**config.mk**
```make
export PLATFORM = sky130hd
export DESIGN_NAME = gray_counter_nbits
export DESIGN_NICKNAME = d
export VERILOG_FILES = /design/src/rtl/gray_pkg.sv /design/src/rtl/gray2bin_reg.sv /design/src/rtl/gray_counter_nbits.sv
export SDC_FILE = /design/constraint.sdc
export NUM_CORES = 1
export LEC_CHECK = 0
export CORE_MARGIN = 1.5
export CORE_UTILIZATION = 29
export DETAILED_ROUTE_END_ITERATION = 8
export GPL_ROUTABILITY_DRIVEN = 0
export GPL_TIMING_DRIVEN = 0
export SKIP_CTS_REPAIR_TIMING = 1
export SLEW_MARGIN = 20
export SYNTH_ARGS = -nofsm -noshare
export SYNTH_HDL_FRONTEND = slang
export SYNTH_SLANG_ARGS = --single-unit
```
**constraint.sdc**
```tcl
create_clock -name clk -period 2.1 [get_ports clk]
set_clock_uncertainty 0.1 [all_clocks]
set_input_delay 0.42 -clock clk [delete_from_list [all_inputs] [get_ports clk]]
set_output_delay 0.42 -clock clk [all_outputs]
set_load 0.01 [all_outputs]
```
**src/rtl/gray_pkg.sv**
```systemverilog
// Shared Gray-code helpers for the counter and the registered decoder.
// Functions work at N_MAX width; callers zero-extend their N-bit operands and truncate the result.
package gray_pkg;

  localparam int N_MAX = 32;

  function automatic logic [N_MAX-1:0] bin2gray(input logic [N_MAX-1:0] b);
    return b ^ (b >> 1);
  endfunction

  // Zero upper bits stay zero through the prefix chain, so a narrower operand decodes correctly.
  function automatic logic [N_MAX-1:0] gray2bin(input logic [N_MAX-1:0] g);
    logic [N_MAX-1:0] b;
    b[N_MAX-1] = g[N_MAX-1];
    for (int i = N_MAX - 2; i >= 0; i--) begin
      b[i] = b[i+1] ^ g[i];
    end
    return b;
  endfunction

endpackage

```
**src/rtl/gray2bin_reg.sv**
```systemverilog
// Registered Gray-to-binary decoder with a matching valid flop.
// Also instantiated standalone on the far-domain side of an async FIFO.
module gray2bin_reg
  import gray_pkg::*;
#(
  parameter int N = 8
) (
  input  logic         clk,
  input  logic         rst_n,
  input  logic [N-1:0] gray_in,
  input  logic         gray_in_vld,
  output logic [N-1:0] dec_bin,
  output logic         dec_vld
);

  logic [N-1:0] dec_bin_d, dec_bin_q;
  logic         dec_vld_d, dec_vld_q;

  // Decode runs every cycle; downstream qualifies with dec_vld.
  always_comb begin
    dec_bin_d = N'(gray2bin(N_MAX'(gray_in)));
    dec_vld_d = gray_in_vld;
  end

  always_ff @(posedge clk or negedge rst_n) begin
    if (!rst_n) begin
      dec_bin_q <= '0;
      dec_vld_q <= 1'b0;
    end else begin
      dec_bin_q <= dec_bin_d;
      dec_vld_q <= dec_vld_d;
    end
  end

  assign dec_bin = dec_bin_q;
  assign dec_vld = dec_vld_q;

endmodule

```
**src/rtl/gray_counter_nbits.sv**
```systemverilog
// N-bit up/down counter with loadable value, registered binary and Gray views, and wrap pulse.
// Carries an independent registered Gray decoder for pointers arriving from another domain.
module gray_counter_nbits
  import gray_pkg::*;
#(
  parameter int           N       = 8,
  parameter logic [N-1:0] RST_VAL = '0
) (
  input  logic         clk,
  input  logic         rst_n,
  input  logic         en,
  input  logic         up_dn,
  input  logic         load,
  input  logic [N-1:0] load_val,
  output logic [N-1:0] bin_out,
  output logic [N-1:0] gray_out,
  output logic         wrap,
  input  logic [N-1:0] gray_in,
  input  logic         gray_in_vld,
  output logic [N-1:0] dec_bin,
  output logic         dec_vld
);

  logic [N-1:0] bin_d, bin_q;
  logic [N-1:0] gray_d, gray_q;
  logic         wrap_d, wrap_q;

  always_comb begin
    bin_d  = bin_q;
    wrap_d = 1'b0;
    if (load) begin
      bin_d = load_val;
    end else if (en) begin
      if (up_dn) begin
        bin_d  = bin_q + N'(1);
        wrap_d = &bin_q;
      end else begin
        bin_d  = bin_q - N'(1);
        wrap_d = ~|bin_q;
      end
    end
    // Gray is registered from the next binary value so the output never glitches across CDC.
    gray_d = N'(bin2gray(N_MAX'(bin_d)));
  end

  always_ff @(posedge clk or negedge rst_n) begin
    if (!rst_n) begin
      bin_q  <= RST_VAL;
      gray_q <= RST_VAL ^ (RST_VAL >> 1);
      wrap_q <= 1'b0;
    end else begin
      bin_q  <= bin_d;
      gray_q <= gray_d;
      wrap_q <= wrap_d;
    end
  end

  assign bin_out  = bin_q;
  assign gray_out = gray_q;
  assign wrap     = wrap_q;

  gray2bin_reg #(
    .N(N)
  ) u_dec (
    .clk        (clk),
    .rst_n      (rst_n),
    .gray_in    (gray_in),
    .gray_in_vld(gray_in_vld),
    .dec_bin    (dec_bin),
    .dec_vld    (dec_vld)
  );

endmodule

```
## Word-level counts from Yosys, hierarchy flattened

Cells that the tools add are included.

| cells by class | value |
|---|---|
| add/sub/neg operators | 2 |
| muxes and demuxes | 6 |
| bitwise gates (word level) | 8 |
| reduce and logical (&&, ||, !) cells | 3 |

Operators by type and width:

| kind | count |
|---|---|
| $mux 8 | 3 |
| $add 8x1->8 const B | 1 |
| $reduce_and 8->1 | 1 |
| $reduce_or 8->1 | 1 |
| $sub 8x1->8 const B | 1 |
| $xor 8x7->8 | 1 |
| $xor 1x1->1 | 7 |
| $mux 1 | 3 |
| $logic_not 1->1 | 1 |

| word-level totals | value |
|---|---|
| register bits after elaboration | 26 |
| input port bits | 22 |
| output and inout port bits | 26 |
| logic and storage cells | 24 |

## Longest topological paths before layout

Gate-level depths: netlist (run 1).

| depth | value |
|---|---|
| depth after elaboration | 7 |
| depth in mapped cells | 8 |
| depth with buffers taken out | 8 |

## Hierarchy

From an unflattened synthesis (run 1), not the netlist that was laid out.

| second synthesis, totals | value |
|---|---|
| cell total of the unflattened synthesis | 120 |
| area total of the unflattened synthesis | 1380.1 µm² |

By module, submodules not included:

| module | times used | cells each | area each (µm²) | seq. area each (µm²) |
|---|---|---|---|---|
| gray_counter_nbits | 1 | 100 | 1036.0 | 400.4 |
| gray2bin_reg | 1 | 20 | 344.1 | 225.2 |

## Least setup slack after synthesis (run 1)

OpenSTA, ideal clock, no wires.

| timing path | value |
|---|---|
| path type | flip-flop to flip-flop |
| start | register bin_q[0] (netlist: bin_out[0]) |
| end | register gray_q[5] (netlist: gray_out[5]) |
| setup time | 130 ps |
| arrival | 2087 ps |
| required time | 1870 ps |
| setup slack | -216 ps |
| stages on the path, launching flop included | 9 |
| path buffers | 0 |
| period minus slack after synthesis | 2316 ps |
| path through | dfrtp_1 -> inv_1 -> fa_1 -> and2b_1 -> o31a_1 -> o21ai_0 -> a2111oi_0 -> nor3_2 -> xnor2_1 |

| on the way | value |
|---|---|
| word-level cells in the longest chain between the ends | 5 |
| elaborated cells between the ends (all ways) | 6 |
| those cells by class | add/sub: 2; mux: 3; bitwise: 1 |

Ends and longest elaborated chain:

| element | RTL line | text |
|---|---|---|
| from (decl) | gray_counter_nbits.sv:24 | `logic [N-1:0] bin_d, bin_q;` |
| from (signal assigned) | gray_counter_nbits.sv:52 | `bin_q <= bin_d;` |
| $sub 8x1->8 or $add 8x1->8 (tied branches) | gray_counter_nbits.sv:38, gray_counter_nbits.sv:35 |  |
| $mux 8 (*) | gray_counter_nbits.sv:34 | `if (up_dn) begin` |
| $mux 8 (*) | gray_counter_nbits.sv:33 | `end else if (en) begin` |
| $mux 8 (*) | gray_counter_nbits.sv:31 | `if (load) begin` |
| $xor 8x7->8 (*) | gray_pkg.sv:8 | `return b ^ (b >> 1);` |
| net gray_d[5] | gray_counter_nbits.sv:25 | `logic [N-1:0] gray_d, gray_q;` |
| to (signal assigned) | gray_counter_nbits.sv:49 | `gray_q <= RST_VAL ^ (RST_VAL >> 1);` |
| to (signal assigned) | gray_counter_nbits.sv:53 | `gray_q <= gray_d;` |
| to (decl) | gray_counter_nbits.sv:25 |  |

The timed path passes the listed nets; every way through them passes the cells marked *.

## Final worst setup path (run 1)

| timing path | value |
|---|---|
| start | input port up_dn |
| end | register gray_q[6] (netlist: gray_out[6]) |

| on the way | value |
|---|---|
| word-level cells in the longest chain between the ends | 4 |

Ends and longest elaborated chain:

| element | RTL line | text |
|---|---|---|
| from (decl) | gray_counter_nbits.sv:12 | `input logic up_dn,` |
| $mux 8 | gray_counter_nbits.sv:34 |  |
| $mux 8 | gray_counter_nbits.sv:33 |  |
| $mux 8 | gray_counter_nbits.sv:31 |  |
| $xor 8x7->8 | gray_pkg.sv:8 |  |
| net gray_d[6] | gray_counter_nbits.sv:25 |  |

The timed path passes the listed nets, and every way through them passes these cells.

==> impl_results.md, run 1 <==
- Status: finished, violations left
- Violated checks: negative setup slack
- Post-layout net count: 215
- Vias in the first global route: 1161
- Core footprint: 0.00438 mm^2
- Most frequently used flop master after synthesis: dfrtp_1
- FFs w/ async S/R, synth: 1.00
- Root buf cell: clkbuf_8
- Required @ worst endpoint: 2150 ps
- GRT met1 Usage: 0.160
- GRT Util Overall: 0.131
- Final worst slack: -104 ps
- Worst relative slew slack: 0.622
- Count of standard-cell rows: 24
- Syn_area_per_cell: 10.9 um^2
- Startpoint class of the critical path: input pin
- Met3 track demand over resource: 0.0456
- Cell type with the highest aggregate area in the netlist: dfrtp_1
- TritonCTS Sinks: 25
- Vias: 1123
- Static Leakage: 0.000899 uW
- Per-cell routed wire length: 14.4 um
- CTS tree: yes
- Number of antenna violations at the first check in global routing: 0
- Effective utilization at floorplan: 0.302
- Source-to-sink clock delay at the later pin of the worst-skew pair: 260 ps
- Final setup violation count: 3
- Multi-input logic area: 738 um^2
- Syn Nets: 150
- Final Max Slew Viols: 0
- Filler cells: 412
- CP Capture Type: register
- Cells along the critical path: buf_4, clkinvlp_4, ha_4, and2b_1, o31a_1, o21ai_2, nor4b_4, nor3_4, xnor2_1
- Max Clock Freq: 454 MHz
- Setup repair after global routing missed its margin: yes
- Power Total: 1680 uW
- Netlist area before placement: 0.00132 mm^2
- Arrival time of data at the critical path endpoint: 2250 ps
- Sum of negative setup slack: -215 ps
- Drt total wl: 3410 um
- Busiest layer in global routing: met2
- Number of distinct standard cells referenced by the synthesized netlist: 37
- Slowest CP cell: nor4b_4
- First-pass DRT Iterations: 4
- Highest cell delay on the worst timing path: 290 ps
- Final Hold Vio Count: 0
- Sequential standard cell area: 628 um^2
- Post-synth top cells: dfrtp_1 (25), inv_1 (10), o21ai_0 (8)
- Flops & latches, synth: 25
- Die height: 70.6 um
- Most frequently used cell type in the post-synthesis netlist: dfrtp_1
- Wire length of the first global-routing pass: 5270 um
- Aggregate global routing overflow: 0
- Startpoint-to-endpoint class of the critical path: in -> reg
- Classification of the worst-slack hold path: in -> async
- Top area cells in the synthesized netlist: dfrtp_1 (47%), ha_1 (5.7%), xor2_2 (4.9%), xnor2_1 (4.6%), o21ai_0 (3.0%)
- Dpl cell area: 0.00190 mm^2
- Area enclosed by the die boundary: 0.00498 mm^2
- Area share of the largest cell type after synthesis: 0.473
- # Max-Cap Violations: 0
- Pre-CTS WS: -1010 ps
- Total number of H-tree levels: 1
- Clock-pin slew on the worst setup and hold paths: 80 ps
- Diodes inserted: 0
- Port bufs: 46
- Worst Tran Pin Value: 567 ps
- Final HPWL DP: 2400 um
- Number of enable flip-flop cells after synthesis: 0
- Sequential area share after synthesis: 0.473
- Width of the die: 70.6 um
- Fraction of layout instances using a drive strength above 1: 0.227
- DRC violations left: 0
- Post-route cell area: 0.00210 mm^2
- Gate count after technology mapping: 121
- Layout Area Growth over Synthesis: 58.7%
- Final Cycle Share: 1.05
- Buffer depth of the longest clock path: 2
- Met2 track demand over resource: 0.220
- Yosys warns: 0
- Post-detailed-route via-to-cell ratio: 4.74
- Ports: 48
- Worst VDD drop: 373 uV
- Top fanout value on the critical path: 6
- Maximum number of pins on one net before global-route repair: 26
- Iteration-0 DRC Markers: 57
- Number of buffers added by the clock tree synthesis step: 3
- Post-route ant nets: 0
- Total power density per cell area: 800 mW/mm^2
- Min cycle time layout: 2200 ps
- Hold Worst Slack: 41.4 ps
## sequential cells by signal (all words and copies together), names as in the netlist
| name | count |
|---|---|
| u_dec.dec_bin | 8 |
| gray_out | 7 |
| u_dec.dec_vld | 1 |
| wrap | 1 |
| bin_out | 8 |
## final timing paths
kind / cells past startpoint / end / from / slack [ps]
max reg2reg: 8 / gray_out[6]$_DFF_PN0_ / bin_out[0]$_DFF_PN0_ / -90
min in group clk: 1 / u_dec.dec_bin[7]$_DFF_PN0_ / gray_in[7] / 270
min: 1 / u_dec.dec_vld$_DFF_PN0_ / rst_n / 40
max: 9 / gray_out[6]$_DFF_PN0_ / up_dn / -100
min reg2reg: 3 / wrap$_DFF_PN0_ / bin_out[1]$_DFF_PN0_ / 580
max in group asynchronous: 1 / bin_out[0]$_DFF_PN0_ / rst_n / 1460
## stage by stage
step / util / instances
2_1_floorplan: - / 121
3_3_place_gp: 0.433 / 219
3_5_place_dp: 0.433 / 219
4_1_cts: 0.443 / 223
5_1_grt: 0.479 / 237
6_report: 0.479 / 237
## cell usage in the layout (no fill, tap or decap), types with 2 or more instances in the layout
master	n
ha_4	3
mux2i_1	2
o211ai_1	2
inv_1	7
clkbuf_8	3
clkdlybuf4s50_1	42
nand4_1	2
nor3_1	3
inv_2	2
nor2_1	3
buf_4	16
dfrtp_1	23
nand3_1	2
o21a_1	2
xor2_2	4
dlymetal6s2s_1	2
clkbuf_1	2
xor2_1	4
o21ai_2	3
nor3b_1	2
o21ai_0	6
xnor2_1	7
nand2_1	7
dfrtp_2	2
ha_1	3
nor4_1	2
a21oi_1	7
## layout make-up
| cell class | count | area share |
|---|---|---|
| inverters | 10 | 0.0197 |
| repair buffers | 60 | 0.268 |
| flip-flops and latches | 25 | 0.299 |
| well taps | 52 | 0.0310 |
| clock buffers | 4 | 0.0214 |
| multi-input cells | 82 | 0.351 |
| plain buffers | 4 | 0.00953 |
## logic make-up after synthesis
logic type               after synthesis  share of synthesized area
AO/OA/AOI/OAI                         29                      0.135
XOR/XNOR                              17                      0.151
adder cells (fa/ha/maj)                7                     0.0718
buffers and inverters                 14                     0.0425
flip-flops                            25                      0.473
multiplexers                           2                     0.0151
AND/OR/NAND/NOR                       27                      0.112
## worst max-delay path: cells and delay by family
| kind | cells | cell delay (ps) |
|---|---|---|
| compound gates | 2 | 500 |
| xor+xnor | 1 | 140 |
| fa+ha+maj | 1 | 280 |
| buf+inv | 2 | 350 |
| simple gates | 3 | 560 |
## power by group
part | total, uW | internal (uW) | switching (uW)
logic | 750 | 429 | 321
clock network | 280 | 135 | 144
registers | 650 | 583 | 66.9
## per-layer routing
| metal | share of wire | wire, um |
|---|---|---|
| met1 | 0.42 | 1430 |
| met2 | 0.48 | 1650 |
| met3 | 0.093 | 317 |
| met4 | 0.0041 | 14 |
| met5 | 0 | 0 |
(Power assumes the default switching activity.)
==> run 2: changes to the inputs <==
--- a/config.mk
+++ b/config.mk
@@ -10,6 +10,7 @@
 export DETAILED_ROUTE_END_ITERATION = 8
 export GPL_ROUTABILITY_DRIVEN = 0
 export GPL_TIMING_DRIVEN = 0
+export REMOVE_ABC_BUFFERS = 1
 export SKIP_CTS_REPAIR_TIMING = 1
 export SLEW_MARGIN = 20
 export SYNTH_ARGS = -nofsm -noshare
==> run 2 against run 1 <==
  * The flow still finishes with violations (negative setup slack)
  * Hold slack worse by 6.8 ps
  * Clock power decreased by 3%
  * Sequential share of layout area is 1.4 points higher
  * Total power shrank 3.4%
  * First-iteration DRC count fell by 56%
  * Design area is 4.4% lower
  * Clock-buffer cell count did not move
  * Highest routed layer unchanged
==> impl_results.md, run 2 (synthesis results as in run 1) <==
- Status: finished, violations left
- Violated checks: negative setup slack
- Top Family by Delay on Critical Path: simple AND/OR/NAND/NOR gates
- Root buf cell: clkbuf_8
- Pre-CTS WS: -1180 ps
- Vias: 1072
- Highest cell delay on the worst timing path: 450 ps
- Final setup violation count: 4
- Final Max Slew Viols: 0
- Layout Area Growth over Synthesis: 51.7%
- GRT Util Overall: 0.122
- Port bufs: 47
- Commonest cells after routing, fill and taps aside: clkdlybuf4s50_1 (41), dfrtp_1 (23), inv_1 (8), nand2_1 (7), xnor2_1 (7)
- Area enclosed by the die boundary: 0.00498 mm^2
- Iteration-0 DRC Markers: 25
- Post-layout net count: 204
- Static Leakage: 0.000876 uW
- Number of antenna violations at the first check in global routing: 0
- Wire length of the first global-routing pass: 4860 um
- Fraction of power spent switching nets: 0.315
- # Max-Cap Violations: 0
- Arrival time of data at the critical path endpoint: 2240 ps
- Count of standard-cell rows: 24
- Relative contribution of the clock network to total power: 0.167
- Cells along the critical path: inv_2, fa_2, and2b_1, o31a_1, o21ai_2, nor4b_4, nor3_4, xnor2_1
- P_sw: 511 uW
- Worst VDD drop: 536 uV
- TritonCTS Sinks: 25
- Non-filler cells in the finished layout: 226
- Ports: 48
- Vias in the first global route: 1123
- Classification of the worst-slack hold path: in -> async
- Diodes inserted: 0
- Most common cell after layout, fill and taps aside: clkdlybuf4s50_1
- Internal cell power: 1110 uW
- Final Cycle Share: 1.05
- Max Clock Freq: 455 MHz
- Post-route ant nets: 0
- Post-detailed-route via-to-cell ratio: 4.74
- First-pass DRT Iterations: 4
- DRC violations left: 0
- Worst Tran Pin Value: 852 ps
- Drt total wl: 3030 um
- Number of placed instances with taps included: 216
- Source-to-sink clock delay at the later pin of the worst-skew pair: 260 ps
- Width of the die: 70.6 um
- Hold Worst Slack: 34.6 ps
- Post-route cell area: 0.00201 mm^2
- Final Hold Vio Count: 0
- CTS tree: yes
- Total number of H-tree levels: 1
- Setup repair after global routing missed its margin: yes
- Required @ worst endpoint: 2140 ps
- Per-cell routed wire length: 13.4 um
- Top fanout value on the critical path: 5
- Critical path buffers and inverters: 1
- Final HPWL DP: 2330 um
- Number of buffers added by the clock tree synthesis step: 3
- Core footprint: 0.00438 mm^2
- Dpl cell area: 0.00184 mm^2
- Startpoint class of the critical path: register
- Maximum number of pins on one net before global-route repair: 26
- Slowest CP cell: dfrtp_1
- Clock-pin slew on the worst setup and hold paths: 80 ps
- Sum of negative setup slack: -354 ps
- Fraction of layout instances using a drive strength above 1: 0.172
- Effective utilization at floorplan: 0.302
- Buffer depth of the longest clock path: 2
- Min cycle time layout: 2200 ps
- Total power density per cell area: 808 mW/mm^2
- CP Capture Type: register
- Aggregate global routing overflow: 0
- Die height: 70.6 um
- Worst relative slew slack: 0.431
- Final worst slack: -99.7 ps
- Startpoint-to-endpoint class of the critical path: reg -> reg
- Combinational power share: 0.433
- Sequential power share: 0.399
-- run 2: metrics by stage --
step	util	power [uW]
floorplan	-	951
global placement	0.420	1280
detailed placement	0.420	1290
CTS	0.430	1570
global route	0.458	1730
finish	0.458	1620
-- run 2: per-layer routing --
metal / part of all wire / vias to the layer above / global-route usage
met5: 0 / - / 0
met2: 0.52 / 35 / 0.220
met4: 0.0069 / 0 / 0.0503
met3: 0.065 / 4 / 0.0370
li1: - / 522 / -
met1: 0.41 / 511 / 0.132
-- run 2: cell type report --
type | count | area (um^2)
Tap cell | 52 | 65.1
Multi-Input combinational cell | 82 | 717
Sequential cell | 25 | 628
Clock buffer | 4 | 45.0
Fill cell | 399 | 2380
Inverter | 10 | 37.5
Timing Repair Buffer | 53 | 515
-- run 2: power groups by stage --
stage	Clock (uW)	Sequential [uW]	Combinational, uW
6_report	272	648	703
3_5_place_dp	0	654	636
3_3_place_gp	0	651	625
2_1_floorplan	0	699	252
4_1_cts	284	648	639
5_1_grt	314	660	758
-- run 2: final timing paths --
check,endpoint,slack (ps),depth (start not counted),start
worst max-delay path,gray_out[6]$_DFF_PN0_,-100,8,bin_out[0]$_DFF_PN0_
worst min-delay path,u_dec.dec_bin[0]$_DFF_PN0_,30,1,rst_n
worst max register to register,gray_out[6]$_DFF_PN0_,-100,8,bin_out[0]$_DFF_PN0_
worst min register to register,wrap$_DFF_PN0_,590,3,bin_out[3]$_DFF_PN0_
max in group asynchronous,bin_out[1]$_DFF_PN0_,1470,1,rst_n
min in group clk,u_dec.dec_bin[7]$_DFF_PN0_,270,1,gray_in[7]
==> edit (settings of run 1) <==
Make the reset (`rst_n`) synchronous in 2 clocked blocks. Comments in the files are not updated.
--- a/src/rtl/gray2bin_reg.sv
+++ b/src/rtl/gray2bin_reg.sv
@@ -22,7 +22,7 @@
     dec_vld_d = gray_in_vld;
   end
 
-  always_ff @(posedge clk or negedge rst_n) begin
+  always_ff @(posedge clk) begin
     if (!rst_n) begin
       dec_bin_q <= '0;
       dec_vld_q <= 1'b0;
--- a/src/rtl/gray_counter_nbits.sv
+++ b/src/rtl/gray_counter_nbits.sv
@@ -43,7 +43,7 @@
     gray_d = N'(bin2gray(N_MAX'(bin_d)));
   end
 
-  always_ff @(posedge clk or negedge rst_n) begin
+  always_ff @(posedge clk) begin
     if (!rst_n) begin
       bin_q  <= RST_VAL;
       gray_q <= RST_VAL ^ (RST_VAL >> 1);
Function: differs if rst_n is asserted again (counterexample within 4 cycles, from zero or initial values and one cycle with rst_n low); with rst_n held inactive, the same outputs for 10 cycles.
==> edit against run 1 <==
- first-iteration DRC count is 16% lower
- sequential power shrank 13%
- via count rose by 5.6%
- register-to-register slack better by 0.16 ns
- cell area decreased by 1.1%
- sequential share of layout area down 5.4 points
- routed wire length fell by 3.9%
- critical path depth grew 1
- die area up 0.55%
- synthesized area is 0.57% higher
- total power is 19% lower
- setup slack improved by 0.11 ns
- sequential cell count did not move
- critical path type unchanged
- critical endpoint is now gray_out[6]$_SDFF_PN0_
- largest power group is now sequential cells
- highest routed layer unchanged
==> edit: results (changes against run 1) <==
synthesis:
  synth.net_count: 174  # +16%
  synth-edff-count: 0  # unchanged
  synth.area.top_cells: "dfxtp_1, nor2_1, xnor2_1"
  syn_avg_cell_area_um2: 9.18  # -16%
  synth_cell_type_count: 42  # +14%
  async_flop_share_pct: 0  # -100 points
  synth_warnings: 0  # unchanged
  ys_seq_area_share_pct: 37.6  # -9.7 points
  synth_commonest_cells: "dfxtp_1, nor2_1, xnor2_1"
pwr:
  internal_power_w: 0.000961  # -16%
  ir_drop_uv: 426  # +14%
  power_w: 0.00136  # -19%
  pg_clk_w: 0.000278
  leakagePower_nw: 0.802  # -11%
  p_comb_w: 0.000520  # -31%
worst_setup_path:
  cpPeakStageDelay_ns: 0.31  # +0.02 ns
  crit_slowest_cell: "a211oi_4"
  worstPathArrival_ns: 2.15  # -0.10 ns
  cpLargestDelayFamily: "compound AO/OA/AOI/OAI gates"
  path_max_fanout: 6  # unchanged
cells_and_area:
  fin_nets: 230  # +7.0%
  num_antenna_cells: 0  # unchanged
  layout-drive-gt1-share_pct: 18.0  # -4.7 points
drt:
  vias_per_cell: 4.71  # -0.68%
  drt_iter0_drc: 48  # -16%
  vias: 1186  # +5.6%
  wl_mm: 3.28  # -3.9%
  first_pass_iters: 4  # unchanged
clocking:
  cts_made_buffers: 3  # unchanged
  clk_latency_ns: 0.27
  cts_buffer_depth: 2  # unchanged
  clk_pin_slew_ns: 0.08  # about the same
  root_buffer: "clkbuf_8"
  htreeDepth: 1  # unchanged
global_route:
  antenna_found_initial: 0  # unchanged
  grt_util_all_layers_pct: 12.7  # -0.42 points
  grt_max_degree: 14  # -46%
  grt_pass1_vias: 1083  # -6.7%
  grt_pass1_wl_mm: 5.05  # -4.2%
placement:
  hpwl_mm: 2.42  # +0.73%
  dp_cells: 243  # +11%
  post-place-ws_ns: -1.03  # -0.0210 ns
  placed_cell_area_um2: 1880  # -0.86%
hold_path:
  hold_path_class: "primary input to flop"
timing:
  worst_pin_slew_ns: 0.449  # -0.118 ns
  slew_violations: 0  # unchanged
status:
  status: "finished clean"
[edit: cell types whose count changed in the layout (fill, tap and decap cells not counted), sizes merged, moves of 2 or more]
cell and change:
a21oi +2, xnor2 +3, and2 +7, dfrtp -25, nor2 +21, buf -9
nor4 +2, dfxtp +25, a22o +2, o21ai -6, nor3 -3, inv -6
[edit: area by class of cell]
| cell class | instances | area [µm²] |
|---|---|---|
| flip-flops and latches | 25 | 508 |
| plain buffers | 5 | 26.3 |
| inverters | 5 | 22.5 |
| well taps | 52 | 65.1 |
| repair buffers | 51 | 504 |
| clock buffers | 4 | 45.0 |
| multi-input cells | 110 | 906 |
| fillers | 429 | 2310 |
[edit: metal layers]
layer / share of wire (%) / GRT usage [%] / up-vias
met3: 6.4 / 4.42 / 4
met2: 46 / 19.7 / 37
met4: 1.4 / 3.98 / 0
met5: 0 / 0 / -
li1: - / - / 611
met1: 46 / 16.6 / 534
[edit: worst paths after layout]
kind / start / to / slack, ns / cells after the start
hold reg to reg: bin_out[7]$_SDFF_PN0_ / wrap$_SDFF_PP0_ / 0.64 / 2
hold / removal: gray_in[7] / u_dec.dec_bin[7]$_SDFF_PN0_ / 0.38 / 2
setup / recovery: up_dn / gray_out[6]$_SDFF_PN0_ / 0.008 / 10
setup reg to reg: bin_out[0]$_SDFF_PN0_ / gray_out[6]$_SDFF_PN0_ / 0.07 / 8
[edit: kinds of logic (layout without fill, tap and decap cells)]
logic type                 Yosys count  in the layout  synth area share (%)
AOI/OAI and AO/OA                   31             31                  16.0
muxes                                1              1                 0.752
DFF                                 25             25                  37.6
adders and majority gates            7              7                  7.14
and+or+nand+nor                     52             52                  19.0
xor gates and xnor gates            19             19                  16.3
buffers and inverters               10             65                  3.29
